<file path="src/rtl/led_bank_arbiter.sv">
// Round-robin owner arbitration of a shared LED bank with a minimum dwell per owner.
// Shows a heartbeat blink on led[0] whenever no source is requesting.
module led_bank_arbiter #(
    parameter int unsigned NUM_REQ      = 4,
    parameter int unsigned LED_WIDTH    = 8,
    parameter int unsigned DWELL_CYCLES = 50_000_000,
    parameter int unsigned HB_BIT       = 23
) (
    input  logic                           clock_50,
    input  logic                           reset,
    input  logic [NUM_REQ-1:0]             req,
    input  logic [NUM_REQ*LED_WIDTH-1:0]   req_leds,
    output logic [NUM_REQ-1:0]             gnt,
    output logic [LED_WIDTH-1:0]           led,
    output logic                           busy
);

    localparam int unsigned IDX_W   = (NUM_REQ > 1) ? $clog2(NUM_REQ) : 1;
    localparam int unsigned DWELL_W = $clog2(DWELL_CYCLES);
    localparam int unsigned HB_W    = 24;

    localparam logic [DWELL_W-1:0] DWELL_MAX = DWELL_W'(DWELL_CYCLES - 1);
    localparam logic [IDX_W-1:0]   LAST_RST  = IDX_W'(NUM_REQ - 1);

    typedef enum logic [1:0] {
        IDLE   = 2'd0,
        OWN    = 2'd1,
        SWITCH = 2'd2
    } state_t;

    state_t                 state, state_d;
    logic [NUM_REQ-1:0]     gnt_d;
    logic [LED_WIDTH-1:0]   led_d;
    logic                   busy_d;
    logic [DWELL_W-1:0]     dwell, dwell_d;
    logic [IDX_W-1:0]       last_owner, last_d;
    logic [HB_W-1:0]        hb;

    logic                   pick_valid;
    logic [IDX_W-1:0]       pick_idx;
    logic [LED_WIDTH-1:0]   owner_leds;
    logic                   others_req;

    // Free-running heartbeat counter, wraps naturally at 2^24
    always_ff @(posedge clock_50) begin
        if (reset) begin
            hb <= '0;
        end else begin
            hb <= hb + HB_W'(1);
        end
    end

    // Round-robin scan starting just after last_owner; last_owner itself is checked last
    always_comb begin
        int unsigned cand;
        pick_valid = 1'b0;
        pick_idx   = last_owner;
        cand       = 0;
        for (int unsigned k = 1; k <= NUM_REQ; k++) begin
            cand = 32'(last_owner) + k;
            if (cand >= NUM_REQ) begin
                cand = cand - NUM_REQ;
            end
            if (!pick_valid && req[IDX_W'(cand)]) begin
                pick_valid = 1'b1;
                pick_idx   = IDX_W'(cand);
            end
        end
    end

    // Pattern of the current owner
    always_comb begin
        owner_leds = '0;
        for (int unsigned i = 0; i < NUM_REQ; i++) begin
            if (last_owner == IDX_W'(i)) begin
                owner_leds = req_leds[i*LED_WIDTH +: LED_WIDTH];
            end
        end
    end

    assign others_req = |(req & ~gnt);

    always_comb begin
        state_d = state;
        gnt_d   = gnt;
        led_d   = led;
        dwell_d = dwell;
        last_d  = last_owner;

        unique case (state)
            IDLE: begin
                led_d   = LED_WIDTH'(hb[HB_BIT]);
                gnt_d   = '0;
                dwell_d = '0;
                if (pick_valid) begin
                    state_d = OWN;
                    gnt_d   = NUM_REQ'(1) << pick_idx;
                    last_d  = pick_idx;
                end
            end
            OWN: begin
                led_d = owner_leds;
                if (!req[last_owner] || (dwell == DWELL_MAX && others_req)) begin
                    state_d = SWITCH;
                    gnt_d   = '0;
                end else if (dwell != DWELL_MAX) begin
                    dwell_d = dwell + DWELL_W'(1);
                end
            end
            SWITCH: begin
                gnt_d   = '0;
                dwell_d = '0;
                if (pick_valid) begin
                    state_d = OWN;
                    gnt_d   = NUM_REQ'(1) << pick_idx;
                    last_d  = pick_idx;
                end else begin
                    state_d = IDLE;
                end
            end
            default: begin
                state_d = IDLE;
                gnt_d   = '0;
                dwell_d = '0;
            end
        endcase

        busy_d = (state_d != IDLE);
    end

    always_ff @(posedge clock_50) begin
        if (reset) begin
            state      <= IDLE;
            gnt        <= '0;
            led        <= '0;
            busy       <= 1'b0;
            dwell      <= '0;
            last_owner <= LAST_RST;
        end else begin
            state      <= state_d;
            gnt        <= gnt_d;
            led        <= led_d;
            busy       <= busy_d;
            dwell      <= dwell_d;
            last_owner <= last_d;
        end
    end

endmodule
</file>
<file path="config.mk">
export PLATFORM = sky130hd
export DESIGN_NAME = led_bank_arbiter
export DESIGN_NICKNAME = d
export VERILOG_FILES = /design/src/rtl/led_bank_arbiter.sv
export SDC_FILE = /design/constraint.sdc
export NUM_CORES = 1
export LEC_CHECK = 0
export BUFFER_PORTS_ARGS = -buffer_cell sky130_fd_sc_hd__buf_4
export CAP_MARGIN = 15
export CELL_PAD_IN_SITES_DETAIL_PLACEMENT = 1
export CELL_PAD_IN_SITES_GLOBAL_PLACEMENT = 2
export CORE_MARGIN = 3
export CORE_UTILIZATION = 38
export CTS_BUF_LIST = sky130_fd_sc_hd__clkbuf_4
export DETAILED_ROUTE_END_ITERATION = 6
export HOLD_SLACK_MARGIN = 0.1
export PLACE_DENSITY_LB_ADDON = 0.15
export SETUP_SLACK_MARGIN = 0.4
export SLEW_MARGIN = 0
export SYNTH_ARGS = -nofsm -noshare
export SYNTH_HDL_FRONTEND = slang
export SYNTH_SLANG_ARGS = --single-unit
</file>
<file path="constraint.sdc">
create_clock -name clock_50 -period 4.1 [get_ports clock_50]
set_clock_uncertainty 0.15 [all_clocks]
set_input_delay 0.82 -clock clock_50 [delete_from_list [all_inputs] [get_ports clock_50]]
set_output_delay 0.82 -clock clock_50 [all_outputs]
set_load 0.1 [all_outputs]
</file>
## Word-level counts from Yosys, hierarchy flattened

Cells that the tools add are included.

- Register bits after elaboration: 67
- Bits in latches: 0
- RAM bits: 0
- Bits in read-only memories: 0
- Input port bits: 38
- Output and inout port bits: 13
- Logic and storage cells: 91
- Memories: 0

- Add/sub/neg operators: 10
- $mul: 0
- Div/mod/pow operators: 0
- Order comparisons: 9
- Equal/unequal tests: 8
- Shifts and indexed selects: 1
- Mux-type cells: 34
- Bitwise logic cells: 4
- Reductions and logical operators: 18

Operator list:

| cell | number |
|---|---|
| 2-to-1 mux 8 bit | 4 |
| adder 26 x 1 -> 26 bit (second input constant) | 1 |
| == test 26 bit (second input constant) | 1 |
| inequality test 26 bit (second input constant) | 1 |
| adder 24 x 1 -> 24 bit (second input constant) | 1 |
| 2-to-1 mux 2 bit | 10 |
| one-hot mux 8 bit (2 select lines) | 1 |
| less-than comparator 2 x 3 -> 1 bit (second input constant) | 5 |
| binary-select mux 1 bit (select 2 bit) | 5 |
| 2-to-1 mux 1 bit | 10 |
| greater-or-equal comparator 3 bit (second input constant) | 3 |
| 2-to-1 mux 4 bit | 2 |
| one-hot mux 4 bit (2 select lines) | 1 |
| subtractor 2 x 1 -> 2 bit (second input constant) | 4 |
| adder 2 x 2 -> 3 bit (second input constant) | 2 |
| == test 2 bit (second input constant) | 3 |
| one-hot mux 2 bit (3 select lines) | 1 |
| adder 2 x 3 -> 4 bit (second input constant) | 1 |
| AND 4 bit | 1 |
| == test 2 x 1 -> 1 bit (second input constant) | 2 |
| greater-or-equal comparator 4 x 3 -> 1 bit (second input constant) | 1 |
| logical AND 1 bit | 4 |
| logical NOT 1 bit | 4 |
| logical NOT 2 bit | 2 |
| other kinds (10) | 14 |

## Logic depth before layout (Yosys ltp)

- Depth in word-level cells: 18
- Gate-level depth with buffers: 10
- Gate-level depth less buffers: 7

## Least setup slack after synthesis

Ideal clock, no wire load.

- Kind: in2reg
- Start point: in req[3]
- End point: reg dwell[14]
- Library setup time: 0.128 ns
- Data arrival time: 1.943 ns
- Required time: 3.822 ns
- Slack: 1.880 ns
- Stages on the path: 6
- Buffers on the path: 1
- Path through: mux4_2 -> and3_1 -> buf_6 -> nand4_1 -> xor2_1 -> nor2_1

- Longest elaborated chain between the ends: 6

Ends and longest elaborated chain:

| item | RTL line | RTL |
|---|---|---|
| from (decl) | 11 | `input logic [NUM_REQ-1:0] req,` |
| binary-select mux 1 bit (select 2 bit) / AND 4 bit (equally long branches) | 103, 81 |  |
| 2-to-1 mux 1 bit (not written as such) / OR reduction 4 bit (equally long branches) | 103, 81 |  |
| logical NOT 1 bit / logical AND 1 bit (equally long branches) | 103 | `if (!req[last_owner] \|\| (dwell == DWELL_MAX && others_req)) begin` |
| logical OR 1 bit * | 103 |  |
| inverter 1 bit (no source line) * | n/a |  |
| AND reduction 2 bit (no source line) * | n/a |  |
| to (signal assigned) | 144 | `dwell <= dwell_d;` |
| to (decl) | 35 | `logic [DWELL_W-1:0] dwell, dwell_d;` |

Mark *: on every way between the ends. The rest lies on a longest branch, timed or not. The select of a mux whose other input is x is not followed.
A chain may end at the register's enable or synchronous reset.

## Worst setup path after layout

- Start point: reg last_owner[1]
- End point: reg led[7]

- Longest elaborated chain between the ends: 6

Ends and longest elaborated chain:

| item | RTL line | RTL |
|---|---|---|
| from (decl) | 36 | `logic [IDX_W-1:0] last_owner, last_d;` |
| from (signal assigned) | 145 | `last_owner <= last_d;` |
| logical NOT 2 bit | 75 | `if (last_owner == IDX_W'(i)) begin` |
| 2-to-1 mux 8 bit (3 in a row) | 75 |  |
| 2-to-1 mux 8 bit * | 75 |  |
| one-hot mux 8 bit (2 select lines) * | 90 | `unique case (state)` |
| to (signal assigned) | 142 | `led <= led_d;` |
| to (decl) | 14 | `output logic [LED_WIDTH-1:0] led,` |

Mark *: on every way between the ends. The rest lies on a longest branch, timed or not.

==> impl_metrics.ini <==
[critical_path]
setup.worst_path.end = led[7]$_SDFFE_PP0P_
critPathKind = register to register
cp-start-kind = register
arrival_ns = 2.76
worstPathRequired_ns = 4.29
critical_path.max_fanout = 10
r2r_cells = 6
r2r_slack_ns = 1.53
crit_start = last_owner[1]$_SDFFE_PP1P_
timing.rr.end = led[7]$_SDFFE_PP0P_
r2r-start = last_owner[1]$_SDFFE_PP1P_
critPathCaptureType = register

[layout]
utilization = 0.4677
final_common_cell = dfxtp_1
final_cell_mix = 67 x dfxtp_1, 51 x buf_4, 47 x nor2_1
num-nets-final = 468
stdcell_area_um2 = 3901
diodes = 0
area_growth_pct = 18.20
layout-drive-gt1-share = 0.1772

[route]
viasPerCell = 5.427
drt_iter0_markers = 79
via_count = 2898
drc_errors = 0
drt-pass1-iter-count = 5
ant_nets = 0
drt_wl_total_mm = 8.221
wl_per_cell_um = 15.40

[logic_synthesis]
synthMuxAreaShare = 0.02274
netlist_instances = 379
synth_area_leader_cell = dfxtp_1
synth_cell_types = 52
postSynthAreaPerCell_um2 = 8.709
synth_fa_ha_area_frac = 0.02274
synth_compound_area_frac = 0.1482
ys_warn_count = 0
yosys.area_share.simple = 0.2858
async_reset_ff_frac = 0
synth_area_um2 = 3301
synth_fp_nets = 423
yosys.area.top_type_share = 0.4064
synth_edf_count = 0
synth_top_family_by_area = simple AND/OR/NAND/NOR gates
synth_area_leaders = dfxtp_1 41%, xor2_1 5.6%, nor2_1 5.3%
synthXorXnorAreaFrac = 0.08491
ys_seq_area_frac = 0.4064
synth-main-ff-cell = dfxtp_1
ys_seq_elements = 67

[sta]
final_max_slew_viol_count = 0
finalCritPeriodShare = 0.6267
setup_viol = 0
tightest_slew_ns = 0.9115
finalHoldViolCount = 0
rsz0062_at_grt = no
min_period_ns = 2.569
final.setup.tns_ns = 0
slew_headroom = 0.3882
fmax_ghz = 0.3892
fin_ws_ns = 1.531

[placement]
hpwl_mm = 5.842
place_worst_setup_slack_ns = 1.441
postPlaceCellArea_um2 = 3737
gp_congestion = 0.7948
port_buffers = 50

[global_route]
grt_pass1_wl_mm = 14.24
grt_max_degree = 42
grt_remaining_overflow = 0
antenna_found_initial = 0
grt_use_total = 0.1745
grt_pass1_vias = 2946

[clocking]
cts_resized = 0
cts_tree = yes
cts_hold_buf = 0
clk_latency_ns = 0.40
htree_num_levels = 3
cts_setup_buffers = 0
cts_buffer_depth = 2
cts.sinks = 67
clock-root-buffer = clkbuf_4
cts_buffers = 9
cts.clk_slew.worst_paths_ns = 0.12

[floorplan]
dieArea_um2 = 9841
num_rows = 33
die_h_um = 99.20
ios = 51
core_um2 = 8341
die_w_um = 99.20
start_util = 0.3957

[worst_hold_path]
hp-class = register to register
min_from = hb[0]$_SDFF_PP0_

[run_status]
status = completed

[power]
peakVddDrop_v = 0.0001742
leakagePower_nw = 1.439
powerDensity_nw_per_um2 = 430.0

[flow_run]
maxCapViolations = 0
area by class of cell:
class                      count  area [um2]
fill                        1019        4439
multi-input combinational    290        1863
sequential                    67        1341
timing repair buffer          51       382.9
tap                          105       131.4
clock inverter                 6       88.84
clock buffer                  10       75.07
inverter                       5       18.77
Yosys cell counts, drive strengths merged, types with 2 or more instances:
library cell	count
a21oi	20
a221oi	7
a32oi	7
and2	4
and3	6
and4	6
buf	4
clkbuf	13
dfxtp	67
ha	6
inv	5
mux2	2
mux2i	3
nand2	25
nand2b	6
nand3	22
nand4	11
nor2	47
nor2b	10
nor3	9
nor4	5
o21a	4
o21ai	13
o22ai	4
o2bb2ai	2
o311ai	2
o31ai	2
or3	14
or4	7
xnor2	11
xor2	21
state kept, by name (all words and copies together) (netlist names):
register and flops:
busy 1, dwell 26, gnt 4, hb 24, last_owner 2, led 8
state 2
metal layers:
metal  GRT usage  wire (um)
met1      0.2233       3901
met2      0.2949       3929
met3     0.03226        278
met4     0.05987        112
met5           0          0
logic make-up after synthesis:
group / after synthesis
AO/OA/AOI/OAI: 72
flip-flops: 67
buffers and inverters: 22
adder cells (fa/ha/maj): 6
XOR/XNOR: 32
multiplexers: 6
AND/OR/NAND/NOR: 174
worst max-delay path, stage by stage (launching register included):
cell and delay, ns:
dfxtp_1 0.56, inv_1 0.19, ha_1 0.35, nor2b_1 0.43, a221oi_1 0.16, or4_1 0.55, a21oi_1 0.14
metrics by stage:
stage / total power, mW / hold slack (ns) / cells
2_1_floorplan: 1.064 / 0.2800 / 379
3_3_place_gp: 1.176 / 0.2995 / 518
3_5_place_dp: 1.182 / 0.3081 / 518
4_1_cts: 1.697 / 0.3366 / 534
5_1_grt: 1.763 / 0.3696 / 534
6_report: 1.678 / 0.3303 / 534
worst min-delay path by stage:
| stage | end | slack [ns] | depth (start not counted) |
|---|---|---|---|
| floorplan | hb[0]$_SDFF_PP0_ | 0.28 | 1 |
| global placement | hb[0]$_SDFF_PP0_ | 0.30 | 1 |
| detailed placement | hb[0]$_SDFF_PP0_ | 0.31 | 1 |
| CTS | led[0]$_SDFFE_PP0P_ | 0.34 | 2 |
| global route | dwell[25]$_SDFFE_PP0P_ | 0.37 | 2 |
| finish | hb[0]$_SDFF_PP0_ | 0.33 | 1 |
report_power, final:
part	switching [mW]	total [mW]	internal, mW	leakage [nW]
Sequential	0.0372	0.719	0.682	0.543
Clock	0.258	0.513	0.255	0.0830
Combinational	0.302	0.446	0.144	0.813
Total	0.597	1.68	1.08	1.44
Power figures use the tool's default switching activity.
